===== src/rtl/config_loader_pkg.sv =====
// Shared types and constants for the configuration-chain loader.
// The CRC states exist only when CONFIG_LOADER_CRC_EN is defined.
package config_loader_pkg;

  localparam int unsigned CRC_W = 8;
  localparam logic [CRC_W-1:0] CRC_POLY = 8'h07;
  localparam logic [CRC_W-1:0] CRC_INIT = 8'h00;

  typedef enum logic [2:0] {
    ST_IDLE,
    ST_WAIT_WORD,
    ST_SHIFT,
`ifdef CONFIG_LOADER_CRC_EN
    ST_WAIT_CRC,
    ST_CHECK,
    ST_ERROR,
`endif
    ST_DONE
  } loader_state_t;

  // One serial CRC-8 step, MSB-first feedback.
  function automatic logic [CRC_W-1:0] crc8_step(input logic [CRC_W-1:0] crc,
                                                 input logic bit_in);
    logic fb;
    fb = crc[CRC_W-1] ^ bit_in;
    return {crc[CRC_W-2:0], 1'b0} ^ (fb ? CRC_POLY : '0);
  endfunction

endpackage


===== src/rtl/config_serializer.sv =====
// Word shift register that feeds the configuration chain LSB-first,
// tracking the position of the current bit within the word.
module config_serializer #(
  parameter int unsigned WORD_WIDTH = 8
) (
  input  logic                  config_clock,
  input  logic                  config_nreset,
  input  logic                  load,
  input  logic                  shift,
  input  logic [WORD_WIDTH-1:0] word_in,
  output logic                  serial_bit,
  output logic                  word_empty
);

  localparam int unsigned BIT_POS_W = $clog2(WORD_WIDTH);

  logic [WORD_WIDTH-1:0] shreg;
  logic [BIT_POS_W-1:0]  bit_pos;

  always_ff @(posedge config_clock or negedge config_nreset) begin
    if (!config_nreset) begin
      shreg   <= '0;
      bit_pos <= '0;
    end else if (load) begin
      shreg   <= word_in;
      bit_pos <= '0;
    end else if (shift) begin
      shreg   <= {1'b0, shreg[WORD_WIDTH-1:1]};
      bit_pos <= bit_pos + 1'b1;
    end
  end

  // word_empty marks the shift that drains the final bit of the word.
  always_comb begin
    serial_bit = shreg[0];
    word_empty = (bit_pos == BIT_POS_W'(WORD_WIDTH - 1));
  end

endmodule


===== src/rtl/config_loader.sv =====
// Host-to-chain bitstream loader: serialises words LSB-first onto the config chain.
// Optional trailer CRC-8 check is built when CONFIG_LOADER_CRC_EN is defined.
module config_loader
  import config_loader_pkg::*;
#(
  parameter int unsigned WORD_WIDTH   = 8,
  parameter int unsigned CHAIN_LENGTH = 64
) (
  input  logic                  config_clock,
  input  logic                  config_nreset,
  input  logic                  start,
  input  logic                  abort,
  input  logic [WORD_WIDTH-1:0] word_data,
  input  logic                  word_valid,
  output logic                  word_ready,
  output logic                  chain_data,
  output logic                  chain_enable,
  output logic                  busy,
  output logic                  done,
  output logic                  error
);

  localparam int unsigned BIT_CNT_W = $clog2(CHAIN_LENGTH + 1);
  localparam logic [BIT_CNT_W-1:0] LAST_BIT = BIT_CNT_W'(CHAIN_LENGTH - 1);
  localparam logic [BIT_CNT_W-1:0] FULL_CNT = BIT_CNT_W'(CHAIN_LENGTH);

  loader_state_t          state, next_state;
  logic [BIT_CNT_W-1:0]   bit_cnt;
  logic                   load, shift, ser_bit, word_empty;
  logic                   last_bit, done_q, start_accept;

`ifdef CONFIG_LOADER_CRC_EN
  logic [CRC_W-1:0] crc, trailer;
  logic             error_q;
`endif

  config_serializer #(
    .WORD_WIDTH(WORD_WIDTH)
  ) u_serializer (
    .config_clock (config_clock),
    .config_nreset(config_nreset),
    .load         (load),
    .shift        (shift),
    .word_in      (word_data),
    .serial_bit   (ser_bit),
    .word_empty   (word_empty)
  );

  always_ff @(posedge config_clock or negedge config_nreset) begin
    if (!config_nreset) state <= ST_IDLE;
    else                state <= next_state;
  end

  always_comb begin
    next_state   = state;
    word_ready   = 1'b0;
    chain_enable = 1'b0;
    load         = 1'b0;
    shift        = 1'b0;
    case (state)
      ST_IDLE, ST_DONE: if (start) next_state = ST_WAIT_WORD;
      ST_WAIT_WORD: begin
        word_ready = 1'b1;
        if (word_valid) begin
          load       = 1'b1;
          next_state = ST_SHIFT;
        end
      end
      ST_SHIFT: begin
        chain_enable = 1'b1;
        shift        = 1'b1;
        // Chain length wins over word boundary: leftover word bits are dropped.
        if (bit_cnt == LAST_BIT) begin
`ifdef CONFIG_LOADER_CRC_EN
          next_state = ST_WAIT_CRC;
`else
          next_state = ST_DONE;
`endif
        end else if (word_empty) begin
          next_state = ST_WAIT_WORD;
        end
      end
`ifdef CONFIG_LOADER_CRC_EN
      ST_WAIT_CRC: begin
        word_ready = 1'b1;
        if (word_valid) next_state = ST_CHECK;
      end
      ST_CHECK: next_state = (crc == trailer) ? ST_DONE : ST_ERROR;
      ST_ERROR: if (start) next_state = ST_WAIT_WORD;
`endif
      default: next_state = ST_IDLE;
    endcase
    if (abort) next_state = ST_IDLE;
  end

  always_comb begin
    busy = (state == ST_WAIT_WORD) || (state == ST_SHIFT);
`ifdef CONFIG_LOADER_CRC_EN
    busy = busy || (state == ST_WAIT_CRC) || (state == ST_CHECK);
`endif
    start_accept = start && !abort && !busy;
    chain_data   = (state == ST_SHIFT) ? ser_bit : last_bit;
    done         = done_q;
  end

  always_ff @(posedge config_clock or negedge config_nreset) begin
    if (!config_nreset) begin
      bit_cnt  <= '0;
      last_bit <= 1'b0;
      done_q   <= 1'b0;
    end else begin
      if (start_accept || abort)                bit_cnt <= '0;
      else if (shift && (bit_cnt != FULL_CNT))  bit_cnt <= bit_cnt + 1'b1;
      if (shift) last_bit <= ser_bit;
      if (start_accept)                                    done_q <= 1'b0;
      else if ((next_state == ST_DONE) && (state != ST_DONE)) done_q <= 1'b1;
    end
  end

`ifdef CONFIG_LOADER_CRC_EN
  always_ff @(posedge config_clock or negedge config_nreset) begin
    if (!config_nreset) begin
      crc     <= CRC_INIT;
      trailer <= '0;
      error_q <= 1'b0;
    end else begin
      if (start_accept) crc <= CRC_INIT;
      else if (shift)   crc <= crc8_step(crc, ser_bit);
      if ((state == ST_WAIT_CRC) && word_valid) trailer <= word_data[CRC_W-1:0];
      if (start_accept)                                      error_q <= 1'b0;
      else if ((next_state == ST_ERROR) && (state != ST_ERROR)) error_q <= 1'b1;
    end
  end

  always_comb error = error_q;
`else
  always_comb error = 1'b0;
`endif

endmodule


===== config.mk =====
export PLATFORM = sky130hd
export DESIGN_NAME = config_loader
export DESIGN_NICKNAME = d
export VERILOG_FILES = /design/src/rtl/config_loader_pkg.sv /design/src/rtl/config_serializer.sv /design/src/rtl/config_loader.sv
export SDC_FILE = /design/constraint.sdc
export NUM_CORES = 1
export LEC_CHECK = 0
export BUFFER_PORTS_ARGS = -buffer_cell sky130_fd_sc_hd__buf_2
export CORE_ASPECT_RATIO = 2
export CORE_MARGIN = 8
export CORE_UTILIZATION = 42
export DETAILED_ROUTE_END_ITERATION = 8
export PLACE_DENSITY = 0.73
export SETUP_SLACK_MARGIN = 0.15
export SLEW_MARGIN = 5
export SYNTH_ARGS = -nofsm -noshare
export SYNTH_HDL_FRONTEND = slang
export SYNTH_SLANG_ARGS = --single-unit

===== constraint.sdc =====
create_clock -name config_clock -period 2.02 [get_ports config_clock]
set_input_delay 0.202 -clock config_clock [delete_from_list [all_inputs] [get_ports config_clock]]
set_output_delay 0.202 -clock config_clock [all_outputs]
set_load 0.005 [all_outputs]

* Word level (Yosys, flattened, before mapping)
Index checks and enable logic that the tools add are counted.
** Word-level totals
- Memory bits (writable) :: 0
- Register bits after elaboration :: 23
- Memories kept :: 0
- Bits in latches :: 0
- Output and inout bits :: 6
- Bits in read-only memories :: 0
** Operators by class
- Multiply operators :: 0
- Multiplexer cells :: 19
- Divide/modulo/power cells :: 0
- Bitwise logic cells :: 0
- $lt $le $gt $ge :: 0
- Equal/unequal tests :: 8
- Reductions and logical operators :: 13
- Shift-type cells :: 0
- $add $sub $neg :: 2
** Operators by type and width (number)
- 3-bit 2-to-1 mux :: 7
- 8-bit 2-to-1 mux :: 2
- 7-bit 2-to-1 mux :: 2
- 3-bit by 2-bit equality test with 1-bit output, second input constant :: 3
- 3-bit one-hot mux with 3 select lines :: 1
- 7-bit by 1-bit adder with 7-bit output, second input constant :: 1
- 7-bit by 6-bit equality test with 1-bit output, second input constant :: 1
- 1-bit 2-to-1 mux :: 7
- 7-bit != test, second input constant :: 1
- 2-bit nonzero test :: 3
- 1-bit logical AND :: 4
- 3-bit by 1-bit adder with 3-bit output, second input constant :: 1
- 3-bit by 1-bit equality test with 1-bit output, second input constant :: 1
- 3-bit equality test, second input constant :: 1
- 3-bit zero test :: 1
- 3-bit by 2-bit != test with 1-bit output, second input constant :: 1
- 1-bit zero test :: 2
- 1-bit logical OR :: 2
- 2-bit OR reduction :: 1

* Depth between registers and ports, before layout
- Depth in word-level cells :: 9
- Depth in mapped cells :: 7
- Gate-level depth less buffers :: 5

* By module
A second synthesis with hierarchy kept.
** Unflattened totals
- Cell total of the unflattened synthesis :: 113
- Area total of the unflattened synthesis :: 1162.4 um^2
** Modules (own cells, without submodules)
- config_loader :: area an instance 654.4 um^2, times used 1, cells each 68
- config_serializer :: area an instance 508.0 um^2, times used 1, cells each 45

* Worst setup path before layout
Ideal clock, no wire load.
- Kind :: register to register
- From :: register state[1]
- To :: register bit_cnt[5]
- Setup slack :: 0.327 ns
- Stages on the path, launching flop included :: 6
- Period minus slack after synthesis :: 1.693 ns
- Library setup time :: 0.124 ns
- Data required time :: 1.896 ns
- Arrival :: 1.569 ns
- Path through :: dfrtp_1 or3b_1 buf_2 or4_4 xor2_1 nor2_2
** Between the ends
- Cells in the longest elaborated chain, start to end :: 6
** RTL lines
- from (decl) :: line config_loader.sv:27 : loader_state_t state, next_state;
- from (signal assigned) :: line config_loader.sv:51 : else state <= next_state;
- 3-bit by 1-bit equality test with 1-bit output or 3-bit by 2-bit equality test with 1-bit output (tied branches) :: line config_loader.sv:97, config_loader.sv:60
- 1-bit logical OR :: line config_loader.sv:97 : busy = (state == ST_WAIT_WORD) || (state == ST_SHIFT);
- 1-bit zero test :: line config_loader.sv:101 : start_accept = start && !abort && !busy;
- 1-bit logical AND :: line config_loader.sv:101
- 1-bit logical OR :: line config_loader.sv:112 : if (start_accept || abort) bit_cnt <= '0;
- 7-bit 2-to-1 mux or 2-bit nonzero test (tied branches)
- to (signal assigned) :: line config_loader.sv:113 : else if (shift && (bit_cnt != FULL_CNT)) bit_cnt <= bit_cnt + 1'b1;
- to (decl) :: line config_loader.sv:28 : logic [BIT_CNT_W-1:0] bit_cnt;
Parallel ways exist; a longest one is shown, timed or not.
A chain may end at the register's enable or synchronous reset.

* Final worst setup path
- From :: register state[0]
- To :: output port chain_data
** Between the ends
- Cells in the longest elaborated chain, start to end :: 2
** RTL lines
- 3-bit by 2-bit equality test with 1-bit output :: line config_loader.sv:102 : chain_data = (state == ST_SHIFT) ? ser_bit : last_bit;
- 1-bit 2-to-1 mux :: line config_loader.sv:102
- to (decl) :: line config_loader.sv:16 : output logic chain_data,
Every way passes these cells.

==> run metrics <==
status finished clean; GP Congestion 0.897; DRC violations left 0; detailed placement HPWL 1.70 mm; CTS sink count 23; Clock Latency Late Sink 0.26 ns; CTS H-tree lvls 1; RSZ-0062 raised after global routing true; Slew @ Worst Pin 0.501 ns; CP max FO 14; final hold violation count 0; sequential area share after synthesis 49.9%; routed len/inst 13.4 um; I/O pin count 19; most common cell after layout, fill and taps aside dfrtp_1; Crit path arrival time 1.62 ns; total track usage 10.1%; Die Area 0.00478 sq mm; maxcap violations 0; CTS tree built; Final period util 90.0%; Mean Syn Cell Area 9.78 sq um; Final Max Slew Viols 0; unique cell type count in the Yosys netlist 35; mapped cell area 0.00115 sq mm; GRT overflow 0; post-layout min period 1.82 ns; post-route ant nets 0; initial antenna violation count 0; Yosys reg bits 23; TritonCTS buffer count 3; Achievable Freq 550 MHz; Cells after Synth 118; vias per cell 5.39; Worst EP required 1.82 ns; DIE HEIGHT 90.1 um; Slew Limit Headroom 66.6%; vias post-DR 911; Leakage 0.656 nW; final net count 158; first-pass GRT wire length 3.99 mm; Placeable Area 0.00267 sq mm; First-pass DRT Iterations 4; number of flops mapped to enable cells by yosys 0; Root Buffer clkbuf_8; Clock Path Buffers 2; vias in the first global route 966; Layout fillers 267; DRT iter0 DRCs 22; crit start category flip-flop; main flop type after synthesis dfrtp_1; layout cells sized above 1 23.6%; Initial Utilization 43.2%; I/O Buffers 17; synth warn 0; most frequent cells in the layout dfrtp_1, nand2_1, buf_2; P per Cell Area 729 mW/mm^2; largest net degree at the start of global routing 24; clk_skew 0.00136 ns; Hold Path Class in -> reg; Die Span X 53.1 um; Area growth syn-to-layout 17.5%; VDD IR max 0.453 mV; Async SR Flop Fraction 100%; Antenna Cells 0; Post-Route WL 2.27 mm; utilization after layout 50.8%; Crit Path Category reg -> out; # rows 27; CTS clock-pin slew for the worst setup and hold paths 0.08 ns; Setup TNS 0 ns; CP endpoint kind primary output; Setup-failing EPs final 0
[registers in the layout (all words and copies together), names as in the netlist]
signal,flops
last_bit,1
done,1
state,3
bit_cnt,7
u_serializer.bit_pos,3
u_serializer.shreg,8
[final cells by class]
class	instances	area (sq um)	share of cell area, %
Clock buffer	3	41.3	3.05
Inverter	5	23.8	1.75
Clock inverter	1	5.00	0.369
Multi-Input combinational cell	85	536	39.5
Tap cell	29	36.3	2.68
Sequential cell	23	577	42.6
Timing Repair Buffer	23	136	10.1
[per-stage QoR]
stage | hold slack, ns | setup slack [ns] | instance area [sq um] | std cells | total power (W)
final | 0.143 | 0.203 | 1360 | 169 | 0.000987
after CTS | 0.138 | 0.160 | 1330 | 166 | 0.00101
after floorplan | -0.0936 | 0.327 | 1160 | 119 | 0.000661
after global placement | 0.195 | 0.353 | 1260 | 161 | 0.000712
after global routing | 0.149 | 0.0846 | 1360 | 169 | 0.00106
after detailed placement | 0.200 | 0.286 | 1260 | 161 | 0.000722
[cells in the mapped netlist, types with 2 or more instances]
cell / number / area [sq um]
nor3b_1: 2 / 15.0
inv_1: 4 / 15.0
nand4_1: 3 / 18.8
nor2_1: 11 / 41.3
mux2i_1: 7 / 70.1
xnor2_1: 3 / 26.3
o21ai_0: 9 / 45.0
ha_1: 4 / 50.1
xor2_1: 3 / 26.3
nand2_1: 18 / 67.6
nand3_1: 2 / 10.0
dfrtp_1: 23 / 576
buf_2: 4 / 20.0
a21oi_1: 4 / 20.0
[where the power goes]
group	switching [W]	internal, W	leakage, nW
Sequential	0.0000419	0.000534	0.296
Combinational	0.0000693	0.0000672	0.334
Clock	0.000138	0.000137	0.0255
Total	0.000249	0.000739	0.656
[worst paths after layout]
kind                                from                     to  slack [ns]  depth (start not counted)
min in group asynchronous  config_nreset               state[0]        0.44                          2
max in group asynchronous  config_nreset               state[1]        1.22                          2
hold reg to reg                 last_bit               last_bit        0.49                          2
setup reg to reg                state[1]  u_serializer.shreg[7]        0.30                          6
setup / recovery                state[0]             chain_data        0.20                          6
hold / removal              word_data[3]  u_serializer.shreg[3]        0.14                          3
[repair_timing]
action,CTS,global route
hold buffers,1,0
resized for setup,4,2
buffers inserted,0,3
hold endpoints to repair,23,0
endpoints found under the setup margin,2,2
[metal layers]
layer | routed length [um] | track usage [%]
met5 | 0 | 0
met4 | 22 | 4.03
met3 | 137 | 2.15
met2 | 1120 | 15.6
met1 | 991 | 12.9
[worst max-delay path, stage by stage, from the launching register on]
cell and delay [ns]:
dfrtp_1 0.42, or3b_4 0.42, buf_6 0.17, inv_6 0.11, nand2_1 0.06, nand2_1 0.07, buf_2 0.11
[cell families (layout without fill, tap and decap cells)]
family | Yosys count | in the layout | share of synthesized area [%]
DFF | 23 | 23 | 49.9
other | 1 | 2 | 0.325
buffers and inverters | 11 | 32 | 4.34
muxes | 7 | 7 | 6.07
adders and majority gates | 4 | 4 | 4.34
xor gates and xnor gates | 6 | 6 | 4.56
AOI/OAI and AO/OA | 20 | 20 | 10.4
and+or+nand+nor | 46 | 46 | 20.1
Power figures use the tool's default switching activity.
